**config.mk**
```make
export PLATFORM = sky130hd
export DESIGN_NAME = ifetch_align_buffer
export DESIGN_NICKNAME = d
export VERILOG_FILES = /design/src/rtl/ifetch_align_buffer.sv
export SDC_FILE = /design/constraint.sdc
export NUM_CORES = 1
export LEC_CHECK = 0
export BUFFER_PORTS_ARGS = -buffer_cell sky130_fd_sc_hd__buf_2
export CAP_MARGIN = 10
export CORE_MARGIN = 4
export CORE_UTILIZATION = 59
export CTS_BUF_LIST = sky130_fd_sc_hd__clkbuf_8
export DETAILED_ROUTE_END_ITERATION = 10
export MAX_ROUTING_LAYER = met4
export PLACE_DENSITY = 0.91
export RECOVER_POWER = 25
export SETUP_SLACK_MARGIN = 0.3
export SLEW_MARGIN = 20
export SYNTH_ARGS = -nofsm -noshare
export SYNTH_HDL_FRONTEND = slang
export SYNTH_SLANG_ARGS = --single-unit
```
**constraint.sdc**
```tcl
create_clock -name clk -period 5 [get_ports clk]
set_input_delay 1.25 -clock clk [delete_from_list [all_inputs] [get_ports clk]]
set_output_delay 1.25 -clock clk [all_outputs]
set_load 0.02 [all_outputs]
```
**src/rtl/ifetch_align_buffer.sv**
```systemverilog
// Fetch-side halfword realignment buffer between word-aligned I-memory and decode.
// Optional opcode legality output guarded by IFA_ILLEGAL_CHECK_EN.
module ifetch_align_buffer #(
   parameter logic [31:0] RESET_PC = 32'h0000_0060,
   parameter int unsigned HW_DEPTH = 4
) (
   input  logic        clk,
   input  logic        rst,
   output logic        imem_read,
   output logic [31:0] imem_address,
   input  logic [31:0] imem_rdata,
   input  logic        imem_resp,
   input  logic        redirect,
   input  logic [31:0] redirect_pc,
   output logic        instr_valid,
   input  logic        instr_ready,
   output logic [31:0] instr,
   output logic [31:0] instr_pc,
`ifdef IFA_ILLEGAL_CHECK_EN
   output logic        instr_illegal,
`endif
   output logic        instr_compressed
);

   localparam int unsigned PW = $clog2(HW_DEPTH);
   localparam int unsigned CW = PW + 1;
   localparam logic [CW-1:0] ISSUE_MAX = CW'(HW_DEPTH - 2);

   logic [15:0]   hw_q [HW_DEPTH];
   logic [15:0]   hw_d [HW_DEPTH];
   logic [PW-1:0] rd_ptr_q, rd_ptr_d, wr_ptr_q, wr_ptr_d;
   logic [CW-1:0] count_q, count_d;
   logic [31:1]   fetch_hw_q, fetch_hw_d;
   logic [31:2]   imem_addr_q, imem_addr_d;
   logic          imem_read_q, imem_read_d;
   logic          drop_q, drop_d;
   logic [31:0]   pc_q, pc_d;

   logic [15:0]   hw0, hw1;
   logic          head_c, head_ok, deq, accept, issue;
   logic [CW-1:0] deq_n, enq_n, count_after;
   logic [31:0]   redir_pc;

   always_comb begin
      hw0     = hw_q[rd_ptr_q];
      hw1     = hw_q[rd_ptr_q + PW'(1)];
      head_c  = (hw0[1:0] != 2'b11);
      head_ok = (count_q >= CW'(2)) || ((count_q != '0) && head_c);
   end

   assign instr_valid      = head_ok;
   assign instr_compressed = head_ok && head_c;
   assign instr            = !head_ok ? 32'h0 : (head_c ? {16'h0, hw0} : {hw1, hw0});
   assign instr_pc         = pc_q;
   assign imem_read        = imem_read_q;
   assign imem_address     = {imem_addr_q, 2'b00};

   assign redir_pc    = redirect_pc & 32'hFFFF_FFFE;
   assign deq         = head_ok && instr_ready && !redirect;
   assign deq_n       = !deq ? '0 : (head_c ? CW'(1) : CW'(2));
   // Data for a request that was overtaken by a redirect is never queued.
   assign accept      = imem_read_q && imem_resp && !drop_q && !redirect;
   assign enq_n       = !accept ? '0 : (fetch_hw_q[1] ? CW'(1) : CW'(2));
   assign count_after = count_q - deq_n;
   assign issue       = !imem_read_q && !redirect && (count_after <= ISSUE_MAX);

   always_comb begin
      // NOTE: every _d takes its hold value first, so no path leaves it unassigned and no latch is inferred.
      hw_d        = hw_q;
      rd_ptr_d    = rd_ptr_q + PW'(deq_n);
      wr_ptr_d    = wr_ptr_q + PW'(enq_n);
      count_d     = count_after + enq_n;
      pc_d        = deq ? pc_q + (head_c ? 32'd2 : 32'd4) : pc_q;
      fetch_hw_d  = fetch_hw_q;
      imem_addr_d = issue ? fetch_hw_q[31:2] : imem_addr_q;
      imem_read_d = imem_read_q ? !imem_resp : issue;
      drop_d      = drop_q;

      if (accept) begin
         if (fetch_hw_q[1]) begin
            hw_d[wr_ptr_q] = imem_rdata[31:16];
         end else begin
            hw_d[wr_ptr_q]           = imem_rdata[15:0];
            hw_d[wr_ptr_q + PW'(1)]  = imem_rdata[31:16];
         end
         fetch_hw_d = {fetch_hw_q[31:2] + 30'd1, 1'b0};
      end

      if (imem_read_q && imem_resp) begin
         drop_d = 1'b0;
      end else if (redirect && imem_read_q) begin
         drop_d = 1'b1;
      end

      if (redirect) begin
         rd_ptr_d   = '0;
         wr_ptr_d   = '0;
         count_d    = '0;
         pc_d       = redir_pc;
         fetch_hw_d = redir_pc[31:1];
      end
   end

   always_ff @(posedge clk) begin
      if (rst) begin
         rd_ptr_q    <= '0;
         wr_ptr_q    <= '0;
         count_q     <= '0;
         fetch_hw_q  <= RESET_PC[31:1];
         imem_addr_q <= RESET_PC[31:2];
         imem_read_q <= 1'b0;
         drop_q      <= 1'b0;
         pc_q        <= RESET_PC;
      end else begin
         rd_ptr_q    <= rd_ptr_d;
         wr_ptr_q    <= wr_ptr_d;
         count_q     <= count_d;
         fetch_hw_q  <= fetch_hw_d;
         imem_addr_q <= imem_addr_d;
         imem_read_q <= imem_read_d;
         drop_q      <= drop_d;
         pc_q        <= pc_d;
      end
   end

   // NOTE: queue storage has no reset; count_q gates every read, so stale entries are never visible.
   always_ff @(posedge clk) begin
      hw_q <= hw_d;
   end

`ifdef IFA_ILLEGAL_CHECK_EN
   typedef enum logic [6:0] {
      OP_LUI   = 7'b0110111,
      OP_AUIPC = 7'b0010111,
      OP_JAL   = 7'b1101111,
      OP_JALR  = 7'b1100111,
      OP_BR    = 7'b1100011,
      OP_LOAD  = 7'b0000011,
      OP_STORE = 7'b0100011,
      OP_IMM   = 7'b0010011,
      OP_REG   = 7'b0110011,
      OP_CSR   = 7'b1110011
   } rv32i_opcode_t;

   logic op_legal;

   always_comb begin
      op_legal = 1'b0;
      case (instr[6:0])
         OP_LUI, OP_AUIPC, OP_JAL, OP_JALR, OP_BR,
         OP_LOAD, OP_STORE, OP_IMM, OP_REG, OP_CSR: op_legal = 1'b1;
         default:                                    op_legal = 1'b0;
      endcase
   end

   assign instr_illegal = instr_valid && !instr_compressed && !op_legal;
`endif

endmodule

```
==> results of run 1 <==
-- worst paths after layout --
kind / start / slack, ps / endpoint / cells past startpoint
hold reg to reg: imem_addr_q[15]$_SDFFE_PP0P_ / 460 / imem_addr_q[15]$_SDFFE_PP0P_ / 2
setup / recovery: rd_ptr_q[0]$_SDFF_PP0_ / 690 / instr[0] / 6
hold / removal: imem_addr_q[15]$_SDFFE_PP0P_ / 460 / imem_addr_q[15]$_SDFFE_PP0P_ / 2
setup reg to reg: rd_ptr_q[1]$_SDFF_PP0_ / 1190 / imem_addr_q[4]$_SDFFE_PP0P_ / 11
-- cell type report --
class / instances / area, um2
clock inverter: 15 / 160
clock buffer: 17 / 234
antenna: 4 / 10.0
fill: 1199 / 5190
inverter: 37 / 139
sequential: 165 / 3950
tap: 216 / 270
multi-input combinational: 717 / 4990
timing repair buffer: 186 / 940
-- placed cells by master (no fill, tap or decap), drive strengths merged, types with 4 or more instances in the layout --
cell type / count
o31ai: 4
edfxtp: 64
nor3b: 6
a2111oi: 9
nand3: 22
xor2: 4
dfxtp: 101
a211oi: 13
a21boi: 29
nor2b: 5
ha: 11
nand4: 14
and4: 10
inv: 47
a21o: 4
nand2: 145
and3: 31
a221oi: 65
nand2b: 5
diode: 4
buf: 135
and2: 22
o21ai: 10
mux4: 32
clkbuf: 68
nor2: 34
a21oi: 130
xnor2: 31
o31a: 9
nor4: 6
nor3: 23
a311oi: 5
-- worst max-delay path: cells and delay by family, from the launching register on --
family | cells | cell delay [ps]
DFF | 1 | 350
and+or+nand+nor | 2 | 800
AOI/OAI and AO/OA | 1 | 370
buffers and inverters | 2 | 420
muxes | 1 | 630
-- sequential cells by signal, indices dropped and copies added (netlist names) --
register / cells
count_q: 3
drop_q: 1
fetch_hw_q: 31
hw_q: 64
imem_addr_q: 30
imem_read: 1
instr_pc: 31
rd_ptr_q: 2
wr_ptr_q: 2
-- cells by family after synthesis --
kind of cell	after synthesis	synth area share
AO/OA/AOI/OAI	295	0.214
XOR/XNOR	35	0.0321
adder cells (fa/ha/maj)	14	0.0207
buffers and inverters	144	0.0660
flip-flops	165	0.413
multiplexers	35	0.0787
other	1	0.000393
AND/OR/NAND/NOR	335	0.175
-- metrics by stage --
| stage | hold slack, ps | instance area [um2] | utilization |
|---|---|---|---|
| detailed placement | 445 | 10300 | 0.650 |
| global route | 488 | 10700 | 0.673 |
| CTS | 459 | 10700 | 0.675 |
| global placement | 442 | 10300 | 0.650 |
| floorplan | 432 | 9550 | - |
| finish | 459 | 10700 | 0.673 |
-- where the power goes --
group / switching, W / leakage [nW] / total, W / internal [W]
Clock: 0.000561 / 0.198 / 0.000978 / 0.000417
Combinational: 0.000228 / 2.35 / 0.000362 / 0.000135
Sequential: 0.0000603 / 1.41 / 0.00151 / 0.00145
Total: 0.000849 / 3.95 / 0.00285 / 0.00200
-- per-layer routing --
layer  share of wire  global-route usage
met5               0                   -
met4           0.038               0.130
met3            0.11              0.0527
met2            0.48               0.479
met1            0.37               0.366
==> results.toml, run 1 <==
[run_status]
status = "finished with violations"
violations = "max-capacitance violations, max-slew violations"

[global_routing]
grt_pass1_wl_um = 41600
grt_usage = 0.296
overflow = 0
first_global_vias = 8064
grt_max_degree = 131
antenna_found_initial = 4

[synthesis]
async_reset_ff_frac = 0
synthCells = 1024
ys_seq_area_frac = 0.413
ys_ff_latch = 165
synth_top_area_cell = "dfxtp_1"
netlist_top_cells_count = "nand2_1, a21oi_1, dfxtp_1, clkbuf_1, a221oi_1"
synthTopCellsByArea = "dfxtp_1, edfxtp_1, mux4_2"
avgSynthCellArea_um2 = 9.32
synth_warnings = 0
synth_top_area_frac = 0.212
synth-edff-count = 64
synth.distinct_cells = 62
netlist_area_um2 = 9540
synth_most_common_cell = "nand2_1"
synth_flop_cell = "dfxtp_1"

[min_path]
min_path_type = "register to register"

[floorplan]
chipWidth_um = 135
ios = 168
core_um2 = 15900
initial_core_util = 0.601
fp-row-count = 46
die_h_um = 135
dieArea_um2 = 18300

[setup_path]
critPathLaunchType = "register"
crit_slowest_cell = "mux4_2"
path_class = "register to primary output"
setup.worst_path.end_class = "primary output"
cp_cell_sequence = "buf_4 -> mux4_2 -> a21o_1 -> nand2_1 -> and2_1 -> buf_2"
cp.arrival_ps = 3060
cpPeakStageDelay_ps = 630
worstPathMaxFanout = 18
crit_required_ps = 3750

[clock_network]
postCtsHoldBufs = 0
cts_root_buffer = "clkbuf_8"
post_cts_resized = 0
cts-htree-levels = 4
clk_latency_ps = 480
post-cts-setup-buffer-count = 0
cts_buffer_depth = 2
cts_num_sinks = 165
numCtsBuffers = 17
path_clk_slew_ps = 100
cts_tree = "yes"

[timing]
slew-limit-headroom = -0.500
fin_skew_ps = 17.2
setup_viol = 0
period_share = 0.861
worst-slew-pin-transition_ps = 2250
rsz0062_at_grt = "no"
fmax_mhz = 232
final-hold-violation-count = 0
setup_ws_ps = 693
drv_slew = 49
setup_tns_ps = 0
fin_crit_ps = 4310

[power_and_ir_drop]
power_w = 0.00285
p_leak_nw = 3.95
peakVddDrop_mv = 0.198
p_per_area_nw_per_um2 = 267

[route]
via_count = 8832
postRouteAntennaNets = 0
via_per_inst = 6.51
drc = 0
dr.first_iter.drc_count = 1033
wire_per_inst_um = 20.0
drt_wl_total_um = 27200
dr.pass1.iters = 6

[layout]
nets = 1207
layout.cells.non_filler = 1357
area.growth.synth_to_final_pct = 12.1
drive_above_1_share = 0.193

[placement]
portBuffers = 163
dpl_worst_slack_ps = 814
routabilityCongestion = 0.944
dp_hpwl_um = 18500
dp.cells = 1320

[flow_run]
maxCapViolCount = 1
Power figures use the tool's default switching activity.
==> inputs of run 2 (changes only) <==
--- a/config.mk
+++ b/config.mk
@@ -5,6 +5,7 @@
 export SDC_FILE = /design/constraint.sdc
 export NUM_CORES = 1
 export LEC_CHECK = 0
+export ABC_AREA = 1
 export BUFFER_PORTS_ARGS = -buffer_cell sky130_fd_sc_hd__buf_2
 export CAP_MARGIN = 10
 export CORE_MARGIN = 4
@@ -12,7 +13,7 @@
 export CTS_BUF_LIST = sky130_fd_sc_hd__clkbuf_8
 export DETAILED_ROUTE_END_ITERATION = 10
 export MAX_ROUTING_LAYER = met4
-export PLACE_DENSITY = 0.91
+export PLACE_DENSITY = 0.9
 export RECOVER_POWER = 25
 export SETUP_SLACK_MARGIN = 0.3
 export SLEW_MARGIN = 20
==> run 2 against run 1 <==
  * The run still ends with max-capacitance violations, max-slew violations left
  * First-iteration DRC count up 19%
  * Worst setup slack got worse by 130 ps
  * Synthesized area is 6.2% higher
  * Wire length is 15% higher
  * Highest routed layer unchanged
==> results.toml, run 2 <==
[timing]
setup_tns_ps = 0
worst-slew-pin-transition_ps = 1710
fmax_mhz = 225
setup_viol = 0
drv_slew = 42
final-hold-violation-count = 0
slew-limit-headroom = -0.140
fin_skew_ps = 16.2
period_share = 0.888
fin_crit_ps = 4440
rsz0062_at_grt = "no"

[global_routing]
grt_max_degree = 131
first_global_vias = 10077
grt_pass1_wl_um = 49100
antenna_found_initial = 1
grt_usage = 0.321
overflow = 0

[clock_network]
path_clk_slew_ps = 90
numCtsBuffers = 17
cts_tree = "yes"
cts_root_buffer = "clkbuf_8"
post-cts-setup-buffer-count = 0
postCtsHoldBufs = 0
clk_latency_ps = 490
post_cts_resized = 0
cts_buffer_depth = 2
cts_num_sinks = 165
cts-htree-levels = 4

[synthesis]
synthCells = 1504
synth.area.mux_share = 0
synth_top_family_by_area = "simple AND/OR/NAND/NOR gates"
synthTopCellsByArea = "dfxtp_1, edfxtp_1, nand2_1"
synthAdderAreaFrac = 0.0195
yosys.area_share.simple = 0.295
avgSynthCellArea_um2 = 6.73
synth_top_area_cell = "dfxtp_1"
ys_seq_area_frac = 0.389
synth_warnings = 0
synth-edff-count = 64
synth-compound-area-share = 0.195
netlist_area_um2 = 10100
netlist_top_cells_count = "nand2_1, o21ai_0, nor2_1, a21oi_1, inv_1"
ys_ff_latch = 165
synth.distinct_cells = 38
synth_most_common_cell = "nand2_1"
async_reset_ff_frac = 0
synth_flop_cell = "dfxtp_1"
synth_top_area_frac = 0.200
synth-xor-area-share = 0.0251

[power_and_ir_drop]
p_leak_nw = 4.73
p_per_area_nw_per_um2 = 255
peakVddDrop_mv = 0.183

[setup_path]
critPathLaunchType = "register"
crit_required_ps = 3750
startpoint = "rd_ptr_q[0]$_SDFF_PP0_"
worstPathMaxFanout = 37
cpPeakStageDelay_ps = 540
path_class = "register to primary output"
cp_cell_sequence = "buf_4 -> nand2_1 -> nand2_1 -> inv_1 -> o21ai_0 -> o221ai_1 -> nor3_1 -> buf_2"
path_common_cell = "nand2_1"
cp.arrival_ps = 3190
r2r-start = "rd_ptr_q[0]$_SDFF_PP0_"
setup.worst_path.end_class = "primary output"
crit_slowest_cell = "dfxtp_1"

[layout]
nets = 1703
drive_above_1_share = 0.0998
layout_commonest_cell = "nand2_1"
layout.cells.non_filler = 1854
layout_common_cells = "nand2_1, o21ai_0, nor2_1"
area.growth.synth_to_final_pct = 11.4
largest_register_ffs = 64
top_register = "hw_q"

[placement]
dp.cells = 1821
dp_hpwl_um = 21800
routabilityCongestion = 0.955
portBuffers = 163

[floorplan]
initial_core_util = 0.606
fp-row-count = 47
die_h_um = 139
ios = 168
core_um2 = 16700
chipWidth_um = 139
dieArea_um2 = 19300

[route]
drc = 0
wire_per_inst_um = 16.9
via_count = 10968
dr.first_iter.drc_count = 1226
via_per_inst = 5.92
postRouteAntennaNets = 0
drt_wl_total_um = 31300
dr.pass1.iters = 6

[run_status]
status = "finished with violations"
violations = "max-capacitance violations, max-slew violations"

[flow_run]
maxCapViolCount = 1

[min_path]
min_path_type = "register to register"
worst_hold_startpoint = "imem_addr_q[12]$_SDFFE_PP0P_"
## run 2: worst paths after layout
kind | end | slack (ps) | cells past startpoint
worst max-delay path | instr[23] | 560 | 8
worst min-delay path | imem_addr_q[12]$_SDFFE_PP0P_ | 490 | 2
worst max register to register | imem_addr_q[7]$_SDFFE_PP0P_ | 1000 | 16
worst min register to register | imem_addr_q[12]$_SDFFE_PP0P_ | 490 | 2
## run 2: where the power goes
| part | internal [W] | switching, W |
|---|---|---|
| registers | 0.00145 | 0.0000584 |
| clock network | 0.000446 | 0.000535 |
| logic | 0.000116 | 0.000267 |
## run 2: layer usage
layer	track usage	routed length, um	part of all wire	up-vias
met5	-	0	0	-
met4	0.203	1820	0.058	0
met3	0.0659	3180	0.10	138
met2	0.525	15000	0.48	629
met1	0.359	11300	0.36	4954
li1	-	-	-	5247
## run 2: cell families (layout without fill, tap and decap cells)
| kind of cell | after synthesis | in the layout |
|---|---|---|
| flip-flops | 165 | 165 |
| buffers and inverters | 190 | 317 |
| AND/OR/NAND/NOR | 740 | 740 |
| AO/OA/AOI/OAI | 365 | 365 |
| other | 1 | 4 |
| adder cells (fa/ha/maj) | 14 | 14 |
| XOR/XNOR | 29 | 29 |
## run 2: worst max-delay path: cells and delay by family (launching register included)
kind | cells | cell delay (ps)
AND/OR/NAND/NOR | 3 | 1000
AO/OA/AOI/OAI | 2 | 280
flip-flops | 1 | 540
buffers and inverters | 3 | 860
## run 2: through the flow
step                      setup WS [ps]  hold WS (ps)   util  power, W  cell area, um2
after global routing                360           527  0.676   0.00298           11300
after global placement             1240           451  0.658   0.00191           11000
after detailed placement           1080           467  0.658   0.00192           11000
after floorplan                    1240           437      -   0.00178           10100
final                               562           493  0.676   0.00287           11300
after CTS                           689           492  0.681   0.00287           11400
## run 2: area by class of cell
| cell class | count | area, um2 |
|---|---|---|
| Tap cell | 220 | 275 |
| Timing Repair Buffer | 178 | 845 |
| Clock inverter | 15 | 151 |
| Antenna cell | 1 | 2.50 |
| Clock buffer | 17 | 234 |
| Inverter | 107 | 402 |
| Multi-Input combinational cell | 1151 | 5430 |
| Fill cell | 1471 | 5420 |
| Sequential cell | 165 | 3940 |
